===== src/rtl/ppu_vram_arbiter.sv =====
// Arbitrates the PPU's single-port VRAM between the colour loader, the render fetcher and the CPU
// PPUDATA port: one access per clock, with read data returned and tagged RD_LAT cycles later.
module ppu_vram_arbiter #(
  parameter int RD_LAT     = 1,
  parameter int STARVE_MAX = 32
) (
  input  logic        clk,
  input  logic        rst,
  input  logic        vblank,
  input  logic        req_color,
  input  logic [15:0] addr_color,
  input  logic        req_rend,
  input  logic [15:0] addr_rend,
  input  logic        req_cpu,
  input  logic [15:0] addr_cpu,
  input  logic        we_cpu,
  input  logic [7:0]  wdata_cpu,
  output logic        gnt_color,
  output logic        gnt_rend,
  output logic        gnt_cpu,
  output logic        rvalid_color,
  output logic        rvalid_rend,
  output logic        rvalid_cpu,
  output logic [7:0]  rdata,
  output logic [15:0] vram_addr,
  output logic        vram_we,
  output logic [7:0]  vram_wdata,
  input  logic [7:0]  vram_rdata,
  output logic        cpu_wait_sat
);

  localparam logic [1:0] ID_COLOR = 2'd0;
  localparam logic [1:0] ID_REND  = 2'd1;
  localparam logic [1:0] ID_CPU   = 2'd2;
  localparam logic [7:0] SAT_LVL  = 8'(STARVE_MAX);

  logic        elig_color, elig_rend, elig_cpu, cpu_first;
  logic        win_any;
  logic [1:0]  win_id;
  logic [15:0] nxt_addr;
  logic        nxt_we;
  logic [7:0]  nxt_wdata;
  logic        issue_rd;
  logic [1:0]  issue_id;
  logic        tag_v  [RD_LAT];
  logic [1:0]  tag_id [RD_LAT];
  logic [7:0]  wait_cnt;

  // req/gnt handshake: a requester raises req with addr/we/wdata stable; gnt pulses for one
  // cycle right after the accepting edge. A req whose gnt is high this cycle is not eligible,
  // so a held req is served at most every other cycle; the requester may change its command
  // or drop req during the gnt cycle.
  assign elig_color = req_color & ~gnt_color;
  assign elig_rend  = req_rend  & ~gnt_rend;
  assign elig_cpu   = req_cpu   & ~gnt_cpu;
  assign cpu_first  = vblank | cpu_wait_sat;

  // When the CPU is not promoted, its branch at the end is the lowest priority.
  always_comb begin
    win_any = 1'b1;
    win_id  = ID_COLOR;
    if (cpu_first && elig_cpu) win_id = ID_CPU;
    else if (elig_color)       win_id = ID_COLOR;
    else if (elig_rend)        win_id = ID_REND;
    else if (elig_cpu)         win_id = ID_CPU;
    else                       win_any = 1'b0;
  end

  always_comb begin
    nxt_addr  = vram_addr;
    nxt_we    = 1'b0;
    nxt_wdata = vram_wdata;
    if (win_any) begin
      case (win_id)
        ID_COLOR: nxt_addr = addr_color;
        ID_REND:  nxt_addr = addr_rend;
        default: begin
          nxt_addr  = addr_cpu;
          nxt_we    = we_cpu;
          nxt_wdata = wdata_cpu;
        end
      endcase
    end
  end

  always_ff @(posedge clk or negedge rst) begin
    if (!rst) begin
      gnt_color  <= 1'b0;
      gnt_rend   <= 1'b0;
      gnt_cpu    <= 1'b0;
      vram_addr  <= '0;
      vram_we    <= 1'b0;
      vram_wdata <= '0;
    end else begin
      gnt_color  <= win_any && (win_id == ID_COLOR);
      gnt_rend   <= win_any && (win_id == ID_REND);
      gnt_cpu    <= win_any && (win_id == ID_CPU);
      vram_addr  <= nxt_addr;
      vram_we    <= nxt_we;
      vram_wdata <= nxt_wdata;
    end
  end

  // The access issued this cycle is the one whose gnt is high; only reads enter a valid tag.
  assign issue_rd = (gnt_color | gnt_rend | gnt_cpu) & ~vram_we;
  assign issue_id = gnt_cpu ? ID_CPU : (gnt_rend ? ID_REND : ID_COLOR);

  always_ff @(posedge clk or negedge rst) begin
    if (!rst) begin
      for (int i = 0; i < RD_LAT; i++) begin
        tag_v[i]  <= 1'b0;
        tag_id[i] <= ID_COLOR;
      end
    end else begin
      tag_v[0]  <= issue_rd;
      tag_id[0] <= issue_id;
      for (int i = 1; i < RD_LAT; i++) begin
        tag_v[i]  <= tag_v[i-1];
        tag_id[i] <= tag_id[i-1];
      end
    end
  end

  assign rvalid_color = tag_v[RD_LAT-1] && (tag_id[RD_LAT-1] == ID_COLOR);
  assign rvalid_rend  = tag_v[RD_LAT-1] && (tag_id[RD_LAT-1] == ID_REND);
  assign rvalid_cpu   = tag_v[RD_LAT-1] && (tag_id[RD_LAT-1] == ID_CPU);
  assign rdata        = vram_rdata;

  always_ff @(posedge clk or negedge rst) begin
    if (!rst) begin
      wait_cnt <= '0;
    end else if (!req_cpu || gnt_cpu) begin
      wait_cnt <= '0;
    end else if (wait_cnt != 8'hFF) begin
      wait_cnt <= wait_cnt + 8'd1;
    end
  end

  assign cpu_wait_sat = (wait_cnt >= SAT_LVL);

endmodule


===== config.mk =====
export PLATFORM = sky130hd
export DESIGN_NAME = ppu_vram_arbiter
export DESIGN_NICKNAME = d
export VERILOG_FILES = /design/src/rtl/ppu_vram_arbiter.sv
export SDC_FILE = /design/constraint.sdc
export NUM_CORES = 1
export LEC_CHECK = 0
export ABC_CLOCK_PERIOD_IN_PS = 2000
export CAP_MARGIN = 10
export CORE_ASPECT_RATIO = 0.7
export CORE_UTILIZATION = 35
export DETAILED_ROUTE_END_ITERATION = 7
export HOLD_SLACK_MARGIN = 0.15
export PLACE_DENSITY_LB_ADDON = 0.25
export SYNTH_ARGS = -nofsm -noshare
export SYNTH_HDL_FRONTEND = slang
export SYNTH_SLANG_ARGS = --single-unit
export TNS_END_PERCENT = 1

===== constraint.sdc =====
create_clock -name clk -period 2 [get_ports clk]
set_clock_uncertainty 0.1 [all_clocks]
set_input_delay 0.4 -clock clk [delete_from_list [all_inputs] [get_ports clk]]
set_output_delay 0.4 -clock clk [all_outputs]
set_load 0.05 [all_outputs]

Word level (Yosys, flattened, before mapping)

Index checks and enable logic that the tools add are counted.

Memories kept: 0
ROM bits: 0
Memory bits (writable): 0
Input bits: 71
Flip-flop bits (word level): 39
Latch bits: 0

Divide/modulo/power cells: 0
$lt $le $gt $ge: 1
Bitwise operators: 12
Equal/unequal tests: 5
Multiply operators: 0
Multiplexer cells: 15
Shift operators: 0
$add $sub $neg: 1
Reduce and logical (&&, ||, !) cells: 14

Operators with widths:

| kind                | number |
|---|---|
| $pmux 16 s2         | 1 |
| $mux 8              | 2 |
| $mux 2              | 5 |
| $add 8x1->8 const B | 1 |
| $ge 8x6->1 const B  | 1 |
| $ne 8x8->1 const B  | 1 |
| $logic_and 1x1->1   | 7 |
| $mux 1              | 7 |
| $not 1->1           | 5 |
| $and 1x1->1         | 4 |
| $eq 2x1->1 const B  | 2 |
| $eq 2x2->1 const B  | 2 |
| $logic_not 2->1     | 2 |
| $or 1x1->1          | 3 |
| $reduce_and 2->1    | 1 |
| $reduce_bool 2->1   | 1 |
| $reduce_or 2->1     | 1 |
| $logic_not 1->1     | 1 |
| $logic_or 1x1->1    | 1 |

Logic depth before layout (Yosys ltp)

Word-level depth: 10
Mapped depth: 6
Mapped depth without buffers: 5

Worst setup path before layout

Ideal clock, no wire load.

Path type: reg-to-output
Start: register tag_id[1] (netlist name)
End: output port rvalid_color
Buffers on the path: 0
Data arrival time: 1532 ps
Cell stages (with the launch flop): 2
Data required time: 1500 ps
Setup slack: -32 ps
Path through: dfrtp_1 -> nor3b_1

Word-level cells in the longest chain between the ends: 2

RTL lines:

| item                            | line | text |
|---|---|---|
| start, declared                 | 46   | `logic [1:0] tag_id [RD_LAT];` |
| start signal, assigned by index | 119  | `tag_id[i] <= tag_id[i-1];` |
| $logic_not 2->1                 | 124  | `assign rvalid_color = tag_v[RD_LAT-1] && (tag_id[RD_LAT-1] == ID_COLOR);` |
| $logic_and 1x1->1               | 124  |  |
| end, declared                   | 21   | `output logic rvalid_color,` |

No other way between the ends.

Final worst setup path

Start: register vram_wdata[7]
End: output port vram_wdata[7]

RTL lines:

| item                   | line | text |
|---|---|---|
| start, declared        | 27   | `output logic [7:0] vram_wdata,` |
| start signal, assigned | 100  | `vram_wdata <= nxt_wdata;` |

No word-level cell between the ends.

==> results_dict.tcl <==
set metrics [dict create \
    row_count 23 \
    crit_arrival_ns 1.45 \
    antenna_found_initial 0 \
    synth.cells.most_frequent "dfrtp_1 (39), nor3_1 (22), nand2_1 (19)" \
    syn_area_um2 2230 \
    cpPeakStageDelay_ns 0.80 \
    path_class "reg2out" \
    final_nets 389 \
    synth_area_leaders "dfrtp_1 (44%), o211a_1 (7.2%), or3b_1 (5.5%)" \
    timing.final.hold_violations 0 \
    use_met2_pct 28.1 \
    num_vias 2015 \
    setup_viol_count_final 0 \
    status "completed" \
    yosysTopAreaCell "dfrtp_1" \
    synth_edf_count 0 \
    syn_to_final_growth_pct 52.6 \
    p_per_area_nw_per_um2 844 \
    yosysSeqAreaShare_pct 43.8 \
    die_w_um 97.4 \
    p_leak_nw 1.53 \
    io_buffers 94 \
    reg2reg_from "wait_cnt[1]" \
    rr_worst_depth 5 \
    synthesis.nets 294 \
    hold_depth 1 \
    clockBufferDepth 2 \
    cts.sinks 39 \
    maxCapViolCount 0 \
    timing.rr.end "wait_cnt[1]" \
    critPathCaptureType "primary output" \
    die_height_um 68.8 \
    timing.hold.ws_ns 0.341 \
    clkTransAtPathRegs_ns 0.08 \
    wirelength_mm 5.95 \
    drc_errors 0 \
    yosysMostFrequentCell "dfrtp_1" \
    post_cts_buffers 0 \
    die_area_um2 6700 \
    core_um2 5930 \
    ys_types 36 \
    synth_top_area_share_pct 43.8 \
    drive_above_1_share_pct 20.8 \
    overflow 0 \
    grt_pass1_vias 1991 \
    post_drt_wl_per_cell_um 15.2 \
    grt_most_used_layer "met2" \
    cpMaxStageDelayCell "clkdlybuf4s50_1" \
    gp_congestion 0.823 \
    fmax_ghz 0.512 \
    crit_family "buffers and inverters" \
    relSlewSlack_pct 66.0 \
    tritoncts "yes" \
    grt_pass1_wl_mm 9.63 \
    pin_count 111 \
    grt_use_total_pct 18.4 \
    dpl.hpwl_mm 4.48 \
    crit_path_start_kind "flip-flop" \
    met3_usage_pct 6.85 \
    min_period_ns 1.95 \
    antennaDiodeCount 0 \
    cp.required_ns 1.50 \
    root_buffer "clkbuf_8" \
    ys_ff_latch 39 \
    whs_endpoint "tag_v" \
    grtUsageMet1_pct 25.4 \
    netlist_instances 221 \
    hold_path_class "reg2reg" \
    synth-main-ff-cell "dfrtp_1" \
    yosysWarnings 0 \
    start_util_pct 37.6 \
    ant_nets 0 \
    cts_buffers 5 \
    first_iter_violations 90 \
    postSynth.asyncResetShare_pct 100 \
    syn_avg_cell_area_um2 10.1 \
    via_per_inst 5.14 \
    rsz0062_at_grt "no" \
    r2r_slack_ns 0.30 \
    hold_start "vram_we" \
    tightest_slew_ns 0.509 \
    dr.pass1.iters 4 \
    crit_fanout 2 \
    cp.buffers_inverters 1 \
    h-tree-depth 2 \
    worstPathCellList "clkdlybuf4s50_1" \
    clk_latency_ns 0.30 \
    fin_crit_sh_pct 97.6 \
    finalMaxSlewViolations 0 \
    ir_drop_v 0.000464 \
    postLayoutCoreUtil_pct 57.4 \
    grt_max_degree 40 \
]
-- sequential cells by signal (all words and copies together) (netlist names) --
register	flops
vram_we	1
gnt_rend	1
wait_cnt	8
tag_id	2
gnt_cpu	1
gnt_color	1
vram_wdata	8
tag_v	1
vram_addr	16
-- cells in the final DEF, fill, tap and decap left out, types with 3 or more instances in the layout --
cell type        synthesis  final
o21ai_0                 17     17
dfrtp_1                 39     39
nor2b_1                  7      6
clkdlybuf4s50_1          0     65
a31oi_1                  4      4
nor3_1                  22     22
and3_1                   3      3
mux2_4                   8      8
o211a_1                 16     16
nor2_1                   4      4
or3b_1                  14     14
clkbuf_8                 0      5
o31ai_1                 16     16
dlymetal6s2s_1           0      5
buf_12                   0      3
buf_4                   10     37
nand2_1                 19     19
-- worst register-to-register path: stages, from the launching register on --
cell	delay (ns)
dfrtp_1	0.42
ha_1	0.26
and3_1	0.27
and4_1	0.29
mux2i_1	0.20
nor2_1	0.05
-- through the flow --
stage               cells  cell area [um^2]  setup WS, ns  total power, mW  TNS, ns
floorplan             221              2230         0.123             1.70        0
global placement      383              3240        -0.158             2.10    -2.23
detailed placement    383              3240        -0.189             2.11    -3.01
CTS                   392              3380        0.0161             2.90        0
global route          392              3400       0.00488             2.99        0
finish                392              3400        0.0487             2.87        0
-- power by group --
group	switching (mW)	total [mW]	leakage, nW	internal, mW
clock network	0.282	0.781	0.0654	0.499
registers	0.0768	0.978	0.475	0.901
logic	0.647	1.11	0.987	0.465
-- area by class of cell --
class,count,area (um^2)
fillers,530,2530
multi-input cells,155,1120
repair buffers,112,1070
flip-flops and latches,39,976
well taps,75,93.8
clock buffers,6,72.6
clock inverters,2,60.1
inverters,3,16.3
-- worst max path at each step --
| stage | start | to | cells after the start | slack [ns] |
|---|---|---|---|---|
| 2_1_floorplan | gnt_color | vram_wdata[0] | 6 | 0.12 |
| 3_3_place_gp | req_color | vram_addr[3] | 6 | -0.16 |
| 3_5_place_dp | req_color | vram_addr[10] | 6 | -0.19 |
| 4_1_cts | vram_wdata[1] | vram_wdata[1] | 1 | 0.02 |
| 5_1_grt | vram_wdata[7] | vram_wdata[7] | 1 | 0.005 |
| 6_report | vram_wdata[7] | vram_wdata[7] | 1 | 0.05 |
-- kinds of logic (layout without fill, tap and decap cells) --
logic type / Yosys count / count (layout) / share of synthesized area [%]
xor gates and xnor gates: 1 / 1 / 0.393
muxes: 9 / 9 / 5.84
DFF: 39 / 39 / 43.8
and+or+nand+nor: 85 / 85 / 23.2
AOI/OAI and AO/OA: 58 / 58 / 19.0
adders and majority gates: 2 / 2 / 1.12
buffers and inverters: 27 / 123 / 6.68
-- per-layer routing --
layer | part of all wire, % | up-vias
met3 | 7.8 | 2
met5 | 0 | -
li1 | - | 994
met4 | 0.20 | 0
met2 | 43 | 74
met1 | 49 | 945
-- timing repair --
action                     in CTS  in global routing
hold endpoints to repair       39                  0
gates resized for setup         0                  6
setup endpoints to repair       0                  8
hold buffers                    1                  0
(Power assumes the default switching activity.)
